File: src/rtl/program_loader_pkg.sv
// -----------------------------------------------------------------------------
// program_loader_pkg
//   Shared definitions for the instruction-memory program loader:
//   - loader state encoding (IDLE=0, LOAD=1, FILL=2, DONE=3, ERROR=4, 3 bits)
//   - the NOP word written into every memory location past the program
// -----------------------------------------------------------------------------
package program_loader_pkg;

  typedef enum logic [2:0] {
    ST_IDLE  = 3'd0,
    ST_LOAD  = 3'd1,
    ST_FILL  = 3'd2,
    ST_DONE  = 3'd3,
    ST_ERROR = 3'd4
  } state_t;

  // Instruction word used to pad unused memory after the program.
  localparam logic [31:0] NOP_WORD = 32'h0000_0000;

  // True when a word address is the last location of a 2**aw deep memory.
  function automatic logic is_last_addr(input logic [31:0] addr, input int aw);
    return (addr == (32'(1) << aw) - 32'(1));
  endfunction

endpackage

File: src/rtl/program_loader.sv
// -----------------------------------------------------------------------------
// program_loader
//   Writer side of the instruction-memory interface. Takes a stream of
//   instruction words over valid/ready, writes them to memory from word 0
//   upward, then pads the rest of memory with NOPs. The processor is held in
//   reset (cpu_reset_n=0) until a load finishes cleanly.
//
// Parameters
//   ADDR_WIDTH  word-address width, DEPTH = 2**ADDR_WIDTH words
//   DATA_WIDTH  instruction word width
//
// Ports
//   clk          in   system clock, rising edge
//   reset_n      in   asynchronous active-low reset
//   start        in   pulse: begin a new load (honoured in IDLE/DONE/ERROR)
//   in_valid     in   stream word valid
//   in_data      in   stream word
//   in_last      in   marks the final program word
//   in_ready     out  loader accepts a word this cycle (high only in LOAD)
//   imem_we      out  registered memory write enable
//   imem_addr    out  registered memory word address
//   imem_wdata   out  registered memory write data
//   cpu_reset_n  out  processor reset, released only in DONE
//   done         out  load finished cleanly
//   error        out  program longer than memory
//   word_count   out  program words accepted (fill words excluded)
//   checksum     out  modular sum of accepted words
// -----------------------------------------------------------------------------
module program_loader
  import program_loader_pkg::*;
#(
  parameter int ADDR_WIDTH = 8,
  parameter int DATA_WIDTH = 32
) (
  input  logic                  clk,
  input  logic                  reset_n,
  input  logic                  start,
  input  logic                  in_valid,
  input  logic [DATA_WIDTH-1:0] in_data,
  input  logic                  in_last,
  output logic                  in_ready,
  output logic                  imem_we,
  output logic [ADDR_WIDTH-1:0] imem_addr,
  output logic [DATA_WIDTH-1:0] imem_wdata,
  output logic                  cpu_reset_n,
  output logic                  done,
  output logic                  error,
  output logic [ADDR_WIDTH:0]   word_count,
  output logic [DATA_WIDTH-1:0] checksum
);

  // word_count saturation value (DEPTH) and the top memory address.
  localparam logic [ADDR_WIDTH:0]   COUNT_MAX = {1'b1, {ADDR_WIDTH{1'b0}}};
  localparam logic [ADDR_WIDTH-1:0] ADDR_TOP  = {ADDR_WIDTH{1'b1}};

  state_t                state_reg;
  logic [ADDR_WIDTH-1:0] addr_reg;
  // One bit wider than an address: the MSB set means every location has
  // been padded, which lets FILL spend one extra cycle so that done rises
  // the cycle after the final NOP write is presented.
  logic [ADDR_WIDTH:0]   fill_addr_reg;

  logic accept;
  logic at_top;

  assign in_ready = (state_reg == ST_LOAD);
  assign accept   = in_valid & in_ready;
  assign at_top   = (addr_reg == ADDR_TOP);

  always_ff @(posedge clk or negedge reset_n) begin
    if (!reset_n) begin
      state_reg     <= ST_IDLE;
      addr_reg      <= '0;
      fill_addr_reg <= '0;
      imem_we       <= 1'b0;
      imem_addr     <= '0;
      imem_wdata    <= '0;
      cpu_reset_n   <= 1'b0;
      done          <= 1'b0;
      error         <= 1'b0;
      word_count    <= '0;
      checksum      <= '0;
    end else begin
      // The write stage only pulses for cycles that carry a write.
      imem_we <= 1'b0;

      case (state_reg)
        ST_IDLE, ST_DONE, ST_ERROR: begin
          if (start) begin
            state_reg     <= ST_LOAD;
            addr_reg      <= '0;
            fill_addr_reg <= '0;
            word_count    <= '0;
            checksum      <= '0;
            done          <= 1'b0;
            error         <= 1'b0;
            cpu_reset_n   <= 1'b0;
          end
        end

        ST_LOAD: begin
          // start is ignored here; only accepted words move the state.
          if (accept) begin
            imem_we    <= 1'b1;
            imem_addr  <= addr_reg;
            imem_wdata <= in_data;
            addr_reg   <= addr_reg + ADDR_WIDTH'(1);
            checksum   <= checksum + in_data;
            if (word_count != COUNT_MAX) begin
              word_count <= word_count + (ADDR_WIDTH+1)'(1);
            end

            if (in_last) begin
              if (at_top) begin
                // Program fills memory exactly: nothing left to pad.
                state_reg   <= ST_DONE;
                done        <= 1'b1;
                cpu_reset_n <= 1'b1;
              end else begin
                state_reg     <= ST_FILL;
                fill_addr_reg <= {1'b0, addr_reg} + (ADDR_WIDTH+1)'(1);
              end
            end else if (at_top) begin
              // Memory is full and the program keeps going: the word just
              // taken is still written, then the loader refuses more.
              state_reg <= ST_ERROR;
              error     <= 1'b1;
            end
          end
        end

        ST_FILL: begin
          if (fill_addr_reg[ADDR_WIDTH]) begin
            state_reg   <= ST_DONE;
            done        <= 1'b1;
            cpu_reset_n <= 1'b1;
          end else begin
            imem_we       <= 1'b1;
            imem_addr     <= fill_addr_reg[ADDR_WIDTH-1:0];
            imem_wdata    <= DATA_WIDTH'(NOP_WORD);
            fill_addr_reg <= fill_addr_reg + (ADDR_WIDTH+1)'(1);
          end
        end

        default: begin
          state_reg <= ST_IDLE;
        end
      endcase
    end
  end

endmodule
File: config.mk
export PLATFORM = sky130hd
export DESIGN_NAME = program_loader
export DESIGN_NICKNAME = d
export VERILOG_FILES = /design/src/rtl/program_loader_pkg.sv /design/src/rtl/program_loader.sv
export SDC_FILE = /design/constraint.sdc
export NUM_CORES = 1
export LEC_CHECK = 0
export ABC_AREA = 1
export BUFFER_PORTS_ARGS = -buffer_cell sky130_fd_sc_hd__buf_4
export CORE_MARGIN = 2
export CORE_UTILIZATION = 57
export DETAILED_ROUTE_END_ITERATION = 10
export GPL_ROUTABILITY_DRIVEN = 0
export GPL_TIMING_DRIVEN = 0
export PLACE_DENSITY = 0.82
export SETUP_SLACK_MARGIN = 0.3
export SYNTH_ARGS = -nofsm -noshare
export SYNTH_HDL_FRONTEND = slang
export SYNTH_SLANG_ARGS = --single-unit
File: constraint.sdc
create_clock -name clk -period 2.3 [get_ports clk]
set_input_delay 0.23 -clock clk [delete_from_list [all_inputs] [get_ports clk]]
set_output_delay 0.23 -clock clk [all_outputs]
set_load 0.01 [all_outputs]
* Yosys cells after proc, flatten, opt, wreduce, memory -nomap -nowiden *
Index checks and enable logic that the tools add are counted.

storage, ports and cells
  register bits = 104
  bits in latches = 0
  memory bits (writable) = 0
  memory bits (read-only) = 0
  input port bits = 37
  output and inout port bits = 86
  logic and storage cells = 86
  memories = 0

operators by class
  add/subtract/negate cells = 5
  multipliers = 0
  divide/modulo/power cells = 0
  $lt $le $gt $ge = 0
  equal/unequal tests = 16
  shift operators = 0
  muxes and demuxes = 40
  bitwise gates (word level) = 1
  reduce and logical (&&, ||, !) cells = 13

operators by type and width
  operator                                                                 number
  32-bit 2-to-1 mux                                                        4
  32-bit one-hot mux with 2 select lines                                   2
  9-bit 2-to-1 mux                                                         7
  32-bit adder                                                             1
  8-bit 2-to-1 mux                                                         4
  8-bit one-hot mux with 2 select lines                                    2
  9-bit one-hot mux with 3 select lines                                    1
  9-bit by 1-bit adder with 9-bit output, second input constant            2
  9-bit one-hot mux with 2 select lines                                    1
  3-bit 2-to-1 mux                                                         5
  2-bit inequality test, second input constant                             6
  6-bit AND reduction                                                      2
  1-bit 2-to-1 mux                                                         10
  5-bit AND reduction                                                      2
  8-bit by 1-bit adder with 9-bit output, second input constant            1
  9-bit inequality test, second input constant                             1
  3-bit one-hot mux with 3 select lines                                    1
  8-bit by 1-bit adder with 8-bit output, second input constant            1
  8-bit equality test, second input constant                               1
  4-bit AND reduction                                                      2
  3-bit by 2-bit equality test with 1-bit output, second input constant    2
  2-bit by 1-bit inequality test with 1-bit output, second input constant  3
  3-bit AND reduction                                                      2
  1-bit one-hot mux with 2 select lines                                    2
  9 further kinds                                                          10

* Longest topological paths before layout *
  word-level depth = 5
  gate-level depth with buffers = 13
  mapped depth without buffers = 13

* Worst setup path before layout *
No wires, ideal clock.

  path kind = register -> register
  start = reg checksum[0]
  end = reg checksum[24]
  setup time = 0.118 ns
  arrival = 1.738 ns
  required time = 2.182 ns
  path slack = 0.444 ns
  cell stages (with the launch flop) = 14
  path buffers = 0
  period minus slack after synthesis = 1.856 ns
  cell sequence = dfrtp_1 > ha_1 > inv_1 > fa_1 > inv_1 > nand3_1 > nand3_1 > nand2_1 > nand2_1 > nand2_1 > nand3_1 > nand2_1 > nand3_1 > nand2_1

between the ends
  cells in the longest elaborated chain, start to end = 3

ends and longest elaborated chain
  what                                    line                   source
  from (decl)                             program_loader.sv:49   output logic [DATA_WIDTH-1:0] checksum
  from (signal assigned)                  program_loader.sv:108  checksum <= checksum + in_data;
  32-bit adder                            program_loader.sv:108
  32-bit 2-to-1 mux                       program_loader.sv:103  if (accept) begin
  32-bit one-hot mux with 2 select lines  program_loader.sv:87   case (state_reg)

Every way passes these cells. The select of a mux whose other input is x is not followed.
A chain may end at the register's enable or synchronous reset.

* Worst setup path after layout *
  start = reg checksum[24]
  end = reg checksum[26]

Same word-level chain as after synthesis.

==> metrics.cfg <==
[outcome]
outcome = complete, no violations

[floorplan]
core_region_area_mm2 = 0.01252
die_area_mm2 = 0.01359
io-pin-count = 123
placementRows = 41
dieWidth_um = 116.6
die_h_um = 116.6
initial_core_util_pct = 57.71

[logic_synthesis]
syn-mean-instance-area_um2 = 6.827
synth_fp_nets = 1131
yosysWarnings = 0
synth_enable_flop_cells = 0
synth.yosys.seq_area_share_pct = 36.03
synth_cells = 1058
yosys_register_bits = 104
async_flop_share_pct = 100.0
syn_area_mm2 = 0.007223
yosysUniqueCellTypes = 48
synth_flop_cell = sky130_fd_sc_hd__dfrtp_1

[clock_tree]
path_clk_slew_ns = 0.07
htree_levels = 3
clock_sink_count = 104
tritoncts = built
cts-root-to-sink-buffers = 2
tritoncts.num_buffers = 9
worst_skew_pair.late_latency_ns = 0.36
ctsRootBufferMaster = sky130_fd_sc_hd__clkbuf_16

[timing]
final-max-slew-violation-count = 0
min_period_ns = 1.906
timing.final.crit_share_pct = 82.89
final-setup-viol-count = 0
report.final.hold_viol_count = 0
upper_clock_frequency_limit_mhz = 524.6
setup_repair_after_global_routing_missed_its_margin = yes
skew_final_ns = 0.008596
finalSetupTns_ns = 0
slew-limit-headroom_pct = 63.91
worst_pin_slew_ns = 0.5413

[cells_and_area]
layout_top_registers = checksum: 32 flops, imem_wdata: 32 flops
postLayoutCellArea_mm2 = 0.008957
diodes = 0
multiInputGateArea_mm2 = 0.004093
storage_element_area_mm2 = 0.002605
share_of_post_route_cells_with_drive_strength_above_1_pct = 20.13
syn2layout_area_growth_pct = 24.01
layout_nets = 1270
fill_cells = 1091

[critical_path]
arrival_time_reported_for_the_critical_path_endpoint_ns = 2.15
startpoint_type = flip-flop
type_of_element_capturing_the_critical_path = flip-flop
cp_data_required_time_ns = 2.55
timing_worst_setup_path_type = reg -> reg
critPathMaxFanout = 5

[power]
p_int_mw = 6.413
peakVddDrop_v = 0.0006240
swShare_pct = 47.94
seqPwrFrac_pct = 25.9
share_clk_of_total_power_pct = 12.9
combPwrFrac_pct = 61.3
powerDensity_mw_per_mm2 = 1375
totalPowerFinal_mw = 12.32
power_switching_mw = 5.904
static_leakage_power_nw = 4.917

[drt]
drcViolationCount = 0
drt.antenna.violating_nets = 0
route.final.wire_length_um = 20340
vias_per_cell = 5.360
wl_per_cell_um = 14.80
detail_route.iter0.violations = 585
vias = 7364
detail_route.first_pass.iterations = 5

[min_path]
worst_hold_path_type = in -> reg

[place]
dpl-instance-area_mm2 = 0.008354
port_buffers = 122
detailed_place_hpwl_um = 15320

[grt]
gr-usage-all-layers_pct = 30.32
globalRouteOverflowTotal = 0
first_global_vias = 6518
antenna_found_initial = 0
first_pass_grt_wire_length_um = 31950
grt_max_degree = 105

[job]
max-cap-violations = 0

[worst paths after layout]
| path | end | cells after the start | startpoint | slack (ns) |
|---|---|---|---|---|
| min | imem_wdata[23]$_DFFE_PN0P_ | 3 | in_data[23] | 0.11 |
| max in group asynchronous | checksum[7]$_DFFE_PN0P_ | 3 | reset_n | 1.42 |
| min reg2reg | error$_DFFE_PN0P_ | 2 | error$_DFFE_PN0P_ | 0.49 |
| max | checksum[26]$_DFFE_PN0P_ | 10 | checksum[24]$_DFFE_PN0P_ | 0.39 |
| max reg2reg | checksum[26]$_DFFE_PN0P_ | 10 | checksum[24]$_DFFE_PN0P_ | 0.39 |
| min in group asynchronous | word_count[6]$_DFFE_PN0P_ | 2 | reset_n | 0.20 |
[routing by layer]
metal | up-vias | wire length, um | track usage, %
li1 | 3638 | - | -
met1 | 3404 | 8885 | 40.40
met2 | 269 | 9516 | 48.88
met3 | 53 | 1097 | 4.670
met4 | 0 | 839 | 14.04
met5 | - | 0 | 0
[metrics by stage]
stage,hold slack (ns),setup WS [ns],util (%),std cells
5_1_grt,0.1150,0.2482,71.56,1374
6_report,0.1126,0.3936,71.56,1374
2_1_floorplan,-0.06559,0.4444,-,1058
3_3_place_gp,0.4688,0.1838,66.74,1352
4_1_cts,0.09374,0.3173,69.39,1371
3_5_place_dp,0.4710,0.1577,66.74,1352
[synth_stat cells (7+ instances only)]
cell type / n / area, um^2
sky130_fd_sc_hd__a21oi_1: 33 / 165.2
sky130_fd_sc_hd__a31oi_1: 8 / 50.05
sky130_fd_sc_hd__buf_2: 12 / 60.06
sky130_fd_sc_hd__dfrtp_1: 104 / 2603
sky130_fd_sc_hd__ha_1: 35 / 437.9
sky130_fd_sc_hd__inv_1: 141 / 529.3
sky130_fd_sc_hd__inv_2: 7 / 26.28
sky130_fd_sc_hd__nand2_1: 385 / 1445
sky130_fd_sc_hd__nand2_2: 13 / 81.33
sky130_fd_sc_hd__nand3_1: 129 / 645.6
sky130_fd_sc_hd__nand4_1: 9 / 56.30
sky130_fd_sc_hd__nor2_1: 66 / 247.7
sky130_fd_sc_hd__nor3_1: 8 / 40.04
sky130_fd_sc_hd__o21ai_0: 37 / 185.2
sky130_fd_sc_hd__xor2_1: 8 / 70.07
[timing repair]
action                                  CTS  global route
endpoints found under the setup margin    7            20
hold buffers                              0             1
resized for setup                         3            37
hold endpoints to repair                  0           104
setup buffers                             3             1
[cells in the final DEF, fill, tap and decap left out, types with 3 or more instances in the layout]
cell type,count
sky130_fd_sc_hd__a21oi_1,33
sky130_fd_sc_hd__a31oi_1,8
sky130_fd_sc_hd__buf_2,11
sky130_fd_sc_hd__buf_4,130
sky130_fd_sc_hd__buf_6,6
sky130_fd_sc_hd__clkbuf_1,6
sky130_fd_sc_hd__clkbuf_16,9
sky130_fd_sc_hd__dfrtp_1,102
sky130_fd_sc_hd__ha_1,19
sky130_fd_sc_hd__ha_2,3
sky130_fd_sc_hd__ha_4,13
sky130_fd_sc_hd__inv_1,140
sky130_fd_sc_hd__inv_2,8
sky130_fd_sc_hd__inv_6,4
sky130_fd_sc_hd__nand2_1,380
sky130_fd_sc_hd__nand2_2,18
sky130_fd_sc_hd__nand3_1,124
sky130_fd_sc_hd__nand3_2,5
sky130_fd_sc_hd__nand4_1,9
sky130_fd_sc_hd__nor2_1,62
sky130_fd_sc_hd__nor2_2,6
sky130_fd_sc_hd__nor3_1,7
sky130_fd_sc_hd__o21ai_0,37
sky130_fd_sc_hd__o21bai_1,5
sky130_fd_sc_hd__o31ai_2,4
sky130_fd_sc_hd__xnor2_1,4
sky130_fd_sc_hd__xor2_1,8
[final cells by class]
cell class,instances,share of cell area [%]
inverters,149,6.272
well taps,172,2.403
repair buffers,128,11.02
clock buffers,10,2.556
multi-input cells,776,45.69
clock inverters,6,0.8102
flip-flops and latches,104,29.08
plain buffers,29,2.165
[critical path, cell delays in order, from the launching register on]
cell                      delay, ns
sky130_fd_sc_hd__dfrtp_1       0.42
sky130_fd_sc_hd__ha_2          0.40
sky130_fd_sc_hd__nand2_1       0.14
sky130_fd_sc_hd__nor2_1        0.26
sky130_fd_sc_hd__nand2_1       0.11
sky130_fd_sc_hd__nor2_1        0.11
sky130_fd_sc_hd__nand2_1       0.09
sky130_fd_sc_hd__nand3_1       0.08
sky130_fd_sc_hd__nand2_1       0.06
sky130_fd_sc_hd__nand3_1       0.08
sky130_fd_sc_hd__nand2_1       0.06
[cell families after synthesis]
family          share of synthesized area [%]
fa+ha+maj                               6.340
flops                                   36.03
xor+xnor                                1.455
simple gates                            37.10
compound gates                          8.644
buf+inv                                 10.43
[power groups by stage]
stage	Clock [mW]	Combinational, mW	Sequential (mW)
after detailed placement	0	7.15	3.15
after floorplan	0	4.44	3.35
after CTS	1.61	7.24	3.12
final	1.59	7.55	3.18
after global placement	0	7.00	3.13
after global routing	1.69	8.35	3.27
No activity file was read; power rests on OpenSTA's default activity.
